### config.mk
export PLATFORM = sky130hd
export DESIGN_NAME = ex_muldiv_unit_flat
export DESIGN_NICKNAME = d
export VERILOG_FILES = /design/src/rtl/ex_muldiv_if.sv /design/src/rtl/ex_muldiv_unit.sv /design/src/flat_wrapper.sv
export SDC_FILE = /design/constraint.sdc
export NUM_CORES = 1
export LEC_CHECK = 0
export BUFFER_PORTS_ARGS = -buffer_cell sky130_fd_sc_hd__buf_4
export CAP_MARGIN = 30
export CORE_UTILIZATION = 35
export CTS_BUF_LIST = sky130_fd_sc_hd__clkbuf_4
export DETAILED_ROUTE_END_ITERATION = 7
export PLACE_DENSITY = 0.6
export SLEW_MARGIN = 20
export SYNTH_ARGS = -nofsm -noshare
export SYNTH_HDL_FRONTEND = slang
export SYNTH_SLANG_ARGS = --single-unit
export TNS_END_PERCENT = 50
### constraint.sdc
create_clock -name clk1 -period 7.5 [get_ports clk1]
set_clock_uncertainty 0.15 [all_clocks]
set_input_delay 0.75 -clock clk1 [delete_from_list [all_inputs] [get_ports clk1]]
set_output_delay 0.75 -clock clk1 [all_outputs]
set_load 0.005 [all_outputs]
### src/rtl/ex_muldiv_if.sv
// Execute-stage M-extension request/result bundle between the pipeline and ex_muldiv_unit.
// The master side issues ops and consumes results; the slave side is the engine.
interface ex_muldiv_if #(
  parameter int W = 32,
  parameter int R = 5
);
  logic         in_valid;
  logic [2:0]   in_funct3;
  logic [W-1:0] in_lhs;
  logic [W-1:0] in_rhs;
  logic [R-1:0] in_rd;
  logic         in_flush;
  logic         out_busy;
  logic         out_valid;
  logic [W-1:0] out_result;
  logic [R-1:0] out_rd;

  modport master (
    output in_valid, in_funct3, in_lhs, in_rhs, in_rd, in_flush,
    input  out_busy, out_valid, out_result, out_rd
  );

  modport slave (
    input  in_valid, in_funct3, in_lhs, in_rhs, in_rd, in_flush,
    output out_busy, out_valid, out_result, out_rd
  );
endinterface

### src/rtl/ex_muldiv_unit.sv
// Iterative RV32M multiply/divide engine: one bit per cycle on operand magnitudes, sign fix on completion.
// Optional MULDIV_EARLY_OUT_EN: zero-operand multiplies and zero-divisor divides skip the iteration.
module ex_muldiv_unit #(
  parameter int W = 32,
  parameter int R = 5
) (
  input  logic          clk1,
  input  logic          a_reset_n,
  ex_muldiv_if.slave    bus
);
  typedef enum logic [1:0] {IDLE, CALC, DONE} state_t;

  state_t         state_reg, state_next;
  logic [W-1:0]   cnt_reg;
  logic [2:0]     funct3_reg;
  logic [R-1:0]   rd_reg;
  logic [W-1:0]   a_reg;        // multiplicand, or dividend shifting out / quotient shifting in
  logic [W-1:0]   b_reg;
  logic [2*W-1:0] acc_reg;      // {partial high, multiplier shifting out}
  logic [W:0]     rem_reg;
  logic           lhs_neg_reg, rhs_neg_reg, rhs_zero_reg;
  logic [W-1:0]   res_hold_reg;
  logic [R-1:0]   rd_hold_reg;

  logic           lhs_signed_in, rhs_signed_in, lhs_neg_in, rhs_neg_in;
  logic [W-1:0]   lhs_mag_in, rhs_mag_in;
  logic           accept, early_in, emit;
  logic [W:0]     mul_sum, div_shift, div_diff;
  logic [2*W-1:0] prod_fix;
  logic [W-1:0]   quo_fix, rem_fix, result_done;

  always_comb begin
    lhs_signed_in = (bus.in_funct3 == 3'b001) || (bus.in_funct3 == 3'b010) ||
                    (bus.in_funct3 == 3'b100) || (bus.in_funct3 == 3'b110);
    rhs_signed_in = (bus.in_funct3 == 3'b001) || (bus.in_funct3 == 3'b100) ||
                    (bus.in_funct3 == 3'b110);
    lhs_neg_in    = lhs_signed_in && bus.in_lhs[W-1];
    rhs_neg_in    = rhs_signed_in && bus.in_rhs[W-1];
    lhs_mag_in    = lhs_neg_in ? -bus.in_lhs : bus.in_lhs;
    rhs_mag_in    = rhs_neg_in ? -bus.in_rhs : bus.in_rhs;
  end

  assign accept = (state_reg == IDLE) && bus.in_valid && !bus.in_flush;

`ifdef MULDIV_EARLY_OUT_EN
  assign early_in = bus.in_funct3[2] ? (bus.in_rhs == '0)
                                     : ((bus.in_lhs == '0) || (bus.in_rhs == '0));
`else
  assign early_in = 1'b0;
`endif

  always_comb begin
    state_next = state_reg;
    case (state_reg)
      IDLE:    if (accept) state_next = early_in ? DONE : CALC;
      CALC:    if (bus.in_flush) state_next = IDLE;
               else if (cnt_reg == '0) state_next = DONE;
      DONE:    state_next = IDLE;
      default: state_next = IDLE;
    endcase
  end

  // One iteration step of each algorithm
  always_comb begin
    mul_sum   = {1'b0, acc_reg[2*W-1:W]} + (acc_reg[0] ? {1'b0, a_reg} : '0);
    div_shift = {rem_reg[W-1:0], a_reg[W-1]};
    div_diff  = div_shift - {1'b0, b_reg};
  end

  // Divide-by-zero keeps the quotient all ones; remainder naturally equals raw lhs
  always_comb begin
    prod_fix = (lhs_neg_reg ^ rhs_neg_reg) ? -acc_reg : acc_reg;
    quo_fix  = ((lhs_neg_reg ^ rhs_neg_reg) && !rhs_zero_reg) ? -a_reg : a_reg;
    rem_fix  = lhs_neg_reg ? -rem_reg[W-1:0] : rem_reg[W-1:0];
    case (funct3_reg)
      3'b000:                 result_done = prod_fix[W-1:0];
      3'b001, 3'b010, 3'b011: result_done = prod_fix[2*W-1:W];
      3'b100, 3'b101:         result_done = quo_fix;
      default:                result_done = rem_fix;
    endcase
  end

  always_ff @(posedge clk1 or negedge a_reset_n) begin
    if (!a_reset_n) begin
      state_reg    <= IDLE;
      cnt_reg      <= '0;
      funct3_reg   <= '0;
      rd_reg       <= '0;
      a_reg        <= '0;
      b_reg        <= '0;
      acc_reg      <= '0;
      rem_reg      <= '0;
      lhs_neg_reg  <= 1'b0;
      rhs_neg_reg  <= 1'b0;
      rhs_zero_reg <= 1'b0;
      res_hold_reg <= '0;
      rd_hold_reg  <= '0;
    end else begin
      state_reg <= state_next;
      case (state_reg)
        IDLE: if (accept) begin
          funct3_reg   <= bus.in_funct3;
          rd_reg       <= bus.in_rd;
          a_reg        <= lhs_mag_in;
          b_reg        <= rhs_mag_in;
          lhs_neg_reg  <= lhs_neg_in;
          rhs_neg_reg  <= rhs_neg_in;
          rhs_zero_reg <= (bus.in_rhs == '0);
          cnt_reg      <= W'(W - 1);
          acc_reg      <= {{W{1'b0}}, rhs_mag_in};
          rem_reg      <= '0;
          if (early_in) begin
            acc_reg <= '0;
            a_reg   <= '1;
            rem_reg <= {1'b0, lhs_mag_in};
          end
        end
        CALC: if (!bus.in_flush) begin
          cnt_reg <= cnt_reg - 1'b1;
          if (funct3_reg[2]) begin
            rem_reg <= div_diff[W] ? div_shift : div_diff;
            a_reg   <= {a_reg[W-2:0], ~div_diff[W]};
          end else begin
            acc_reg <= {mul_sum, acc_reg[W-1:1]};
          end
        end
        DONE: if (!bus.in_flush) begin
          res_hold_reg <= result_done;
          rd_hold_reg  <= rd_reg;
        end
        default: ;
      endcase
    end
  end

  // Result is shown live during DONE and held afterwards; a flush in DONE leaves the held value
  assign emit           = (state_reg == DONE) && !bus.in_flush;
  assign bus.out_valid  = emit;
  assign bus.out_result = emit ? result_done : res_hold_reg;
  assign bus.out_rd     = emit ? rd_reg : rd_hold_reg;
  assign bus.out_busy   = (state_reg == CALC) || accept;
endmodule

### src/flat_wrapper.sv
// flat-port wrapper written by rule: the top's interface ports become plain ports
module ex_muldiv_unit_flat 
#(
  parameter int W = 32,
  parameter int R = 5
)
  (clk1, a_reset_n, bus_in_valid, bus_in_funct3, bus_in_lhs, bus_in_rhs, bus_in_rd, bus_in_flush, bus_out_busy, bus_out_valid, bus_out_result, bus_out_rd);
  ex_muldiv_if #(.W(W), .R(R)) bus_i ();
  input  logic clk1;
  input  logic a_reset_n;
  input wire logic [$bits(bus_i.in_valid)-1:0] bus_in_valid;
  input wire logic [$bits(bus_i.in_funct3)-1:0] bus_in_funct3;
  input wire logic [$bits(bus_i.in_lhs)-1:0] bus_in_lhs;
  input wire logic [$bits(bus_i.in_rhs)-1:0] bus_in_rhs;
  input wire logic [$bits(bus_i.in_rd)-1:0] bus_in_rd;
  input wire logic [$bits(bus_i.in_flush)-1:0] bus_in_flush;
  output wire logic [$bits(bus_i.out_busy)-1:0] bus_out_busy;
  output wire logic [$bits(bus_i.out_valid)-1:0] bus_out_valid;
  output wire logic [$bits(bus_i.out_result)-1:0] bus_out_result;
  output wire logic [$bits(bus_i.out_rd)-1:0] bus_out_rd;
  assign bus_i.in_valid = bus_in_valid;
  assign bus_i.in_funct3 = bus_in_funct3;
  assign bus_i.in_lhs = bus_in_lhs;
  assign bus_i.in_rhs = bus_in_rhs;
  assign bus_i.in_rd = bus_in_rd;
  assign bus_i.in_flush = bus_in_flush;
  assign bus_out_busy = bus_i.out_busy;
  assign bus_out_valid = bus_i.out_valid;
  assign bus_out_result = bus_i.out_result;
  assign bus_out_rd = bus_i.out_rd;
  ex_muldiv_unit #(.W(W), .R(R)) u_core (.clk1(clk1), .a_reset_n(a_reset_n), .bus(bus_i));
endmodule
==> summary.md <==
| Metric | Value |
|---|---|
| Synth cell types | `84` |
| EDFF count, synth | `0` |
| Ys Warns | `0` |
| DP Worst Slack | `2600 ps` |
| Hold Crit Class | `primary input to flop` |
| Final std cells w/o fill | `3077` |
| Crit-path cells | `inv_1, ha_1, nor3b_1, nand2_1, or2_1, o41ai_1, xor2_1, o22ai_1, a2111oi_0, nor2_1, buf_4` |
| Post-layout util | `40.5%` |
| DR DRC count | `0` |
| Data arrival, critical path | `4620 ps` |
| Drt pass-1 iters | `6` |
| Run status | `finished clean` |
| Max-slew violations | `0` |
| Worst Tran Pin Value | `1140 ps` |
| Sum Neg Setup Slack | `0 ps` |
| Post-synthesis sequential area ratio | `33.2%` |
| DIE AREA | `0.0530 mm^2` |
| Bufs and invs on worst path | `2` |
| First-pass GRT wire length | `94000 um` |
| Remaining antenna violation count | `0` |
| Worst setup margin | `1980 ps` |
| Largest net degree at the start of global routing | `160` |
| RSZ-0062 raised after global routing | `false` |
| Core Area | `0.0514 mm^2` |
| Maximum Capacitance Violations | `0` |
| Yosys reg bits | `242` |
| Fmax | `181 MHz` |
| Post-CTS Setup Inserts | `0` |
| Clock Sinks | `242` |
| Layout cell share with drive strength beyond 1 | `12.9%` |
| Max FFs per register | `64` |
| Netlist Area Pre-Place | `0.0182 mm^2` |
| Placed cells | `2928` |
| Synth async-reset ratio | `100%` |
| Nets | `2486` |
| Clock buffer count from CTS | `73` |
| Leakage | `9.38 nW` |
| Worst skew pair latency | `830 ps` |
| Layout fillers | `5267` |
| Hold_ws | `70.0 ps` |
| # IOs | `115` |
| CP required | `6600 ps` |
| Chip width | `230 um` |
| Row cnt | `83` |
| Rel. slew slack | `22.0%` |
| Max Root-Sink Buffers | `3` |
| Htree depth | `3` |
| Max stage delay on crit path | `1010 ps` |
| Crit end category | `output pin` |
| DR vias | `17500` |
| Initial antenna violation count | `3` |
| Via/cell ratio | `5.68` |
| PD cells | `244 mW/mm^2` |
| Most used DFF post-synth | `dfrtp_1` |
| CTS root buf | `clkbuf_4` |
| Final setup violation count | `0` |
| RePlAce Congestion | `0.931` |
| Cells after Synth | `2228` |
| Post-detail-place hpwl | `45200 um` |
| Hold Fails Final Rpt | `0` |
| Top delay family on crit path | `compound AO/OA/AOI/OAI gates` |
| Initial Util | `35.4%` |
| WL/cell | `19.6 um` |
| Maximum vdd drop | `0.000100 V` |
| Critical path startpoint category | `flop` |
| P&R area growth vs syn | `14.4%` |
| Avg Synthesized Cell Area | `8.18 um^2` |
| Worst-path clk slew | `60 ps` |
| Die Span Y | `230 um` |
| Critical path's slowest cell | `a2111oi_0` |
| Final Cycle Share | `73.6%` |
| Final instance area | `0.0208 mm^2` |
| Area post-placement | `0.0197 mm^2` |
| Final WL | `60400 um` |
| Design Power | `5.08 mW` |
| Post-route minimum period | `5520 ps` |
| Initial DRC count | `1310` |
| Gr ovfl total | `0` |
| CP Max Fanout | `6` |
| CTS tree | `done` |
| Setup CP Type | `flop to output pin` |
| Port Buffers | `114` |
| Net count after synthesis | `2377` |
| Gr usage total | `22.7%` |
| Number of global-route vias before repair | `16700` |
[worst reg2reg max path, cell delays in order (launching register included)]
cell and delay, ps:
dfrtp_1 450, inv_1 150, ha_1 240, fa_1 380
nand2b_1 210, a21oi_2 270, o2111ai_2 260, a21oi_1 280
o21ai_1 160, a211oi_1 260, or3_1 310, buf_4 480
nand2_1 150, a32o_1 280
[cells in the final DEF (no fill, tap or decap), types with 7 or more instances in the layout]
cell	instances
and3_1	16
buf_4	134
xor2_1	98
clkbuf_4	112
nor2_1	187
o22ai_1	39
or4_1	9
a21o_1	55
o21ai_1	8
and2_1	41
nand2b_1	28
nand4_1	11
clkinv_1	13
dfrtp_1	242
a221o_1	15
a31oi_1	15
nor4_1	30
nand3_1	27
o21a_1	7
dlygate4sd3_1	8
o211ai_1	18
nor3_1	43
nor2b_1	11
or3_1	37
o41ai_1	14
inv_1	69
o31ai_1	33
xnor2_1	145
ha_1	71
mux2i_1	33
a221oi_1	14
nand2_1	260
a21oi_1	212
o21ai_0	194
[routing by layer]
layer / up-vias / GRT usage (%) / part of all wire (%)
met4: 0 / 10.1 / 3.9
met1: 8415 / 30.7 / 45
met2: 644 / 34.2 / 44
li1: 8297 / - / -
met3: 132 / 5.26 / 7.5
met5: - / 0 / 0
[where the power goes]
part           total, mW  leakage, nW  switching (mW)  internal [mW]
clock network       1.34        0.558           0.627          0.711
logic               1.91         5.70            1.16          0.751
registers           1.83         3.13           0.342           1.49
[worst paths after layout]
| kind | start | to | slack [ps] | cells after the start |
|---|---|---|---|---|
| worst max register to register | u_core.a_reg[31]$_DFFE_PN0P_ | u_core.rem_reg[1]$_DFFE_PN0P_ | 3420 | 13 |
| worst max-delay path | u_core.acc_reg[0]$_DFFE_PN0P_ | bus_out_result[20] | 1980 | 11 |
| worst min register to register | u_core.b_reg[31]$_DFFE_PN0P_ | u_core.b_reg[31]$_DFFE_PN0P_ | 330 | 1 |
| worst min-delay path | bus_in_funct3[2] | u_core.funct3_reg[2]$_DFFE_PN0P_ | 70 | 3 |
| max in group asynchronous | a_reset_n | u_core.b_reg[23]$_DFFE_PN0P_ | 5410 | 3 |
| min in group asynchronous | a_reset_n | u_core.a_reg[17]$_DFFE_PN0P_ | 390 | 2 |
[cells in the mapped netlist, types with 7 or more instances]
cell type,count,area [um^2]
nand4_1,11,68.8
o21a_1,7,52.6
clkbuf_1,103,387
o21ai_0,194,971
a221oi_1,14,123
nand3_1,27,135
a21o_1,55,413
a21oi_1,212,1060
nor2_1,188,706
o211ai_1,18,135
nor3_1,45,225
dfrtp_1,242,6060
or3_1,37,231
inv_1,69,259
and3_1,16,100
o22ai_1,39,244
a221o_1,15,150
o21ai_1,9,45.0
or4_1,9,67.6
xor2_1,99,867
mux2i_1,33,330
nand2b_1,28,175
nor2b_1,11,68.8
a31oi_1,15,93.8
xnor2_1,146,1280
o41ai_1,14,123
and2_1,41,257
ha_1,71,888
o31ai_1,33,248
nand2_1,261,980
nor4_1,30,188
[cell families after synthesis]
kind of cell | after synthesis | synth area share, %
multiplexers | 33 | 1.81
buffers and inverters | 183 | 3.83
XOR/XNOR | 245 | 11.8
AO/OA/AOI/OAI | 695 | 23.8
adder cells (fa/ha/maj) | 73 | 5.10
flip-flops | 242 | 33.2
AND/OR/NAND/NOR | 757 | 20.4
[what timing repair did]
item / 4_1_cts / 5_1_grt
hold endpoints to repair: 90 / 0
hold buffers: 8 / 0
gates resized for setup: 0 / 0
[cell type report]
class	instances	area [um^2]	area share, %
inverter	69	259	1.24
tap	680	851	4.08
sequential	242	6060	29.1
antenna	5	12.5	0.0601
multi-input combinational	1803	11500	55.3
clock buffer	112	841	4.04
clock inverter	18	103	0.492
timing repair buffer	148	1190	5.71
Power figures use the tool's default switching activity.
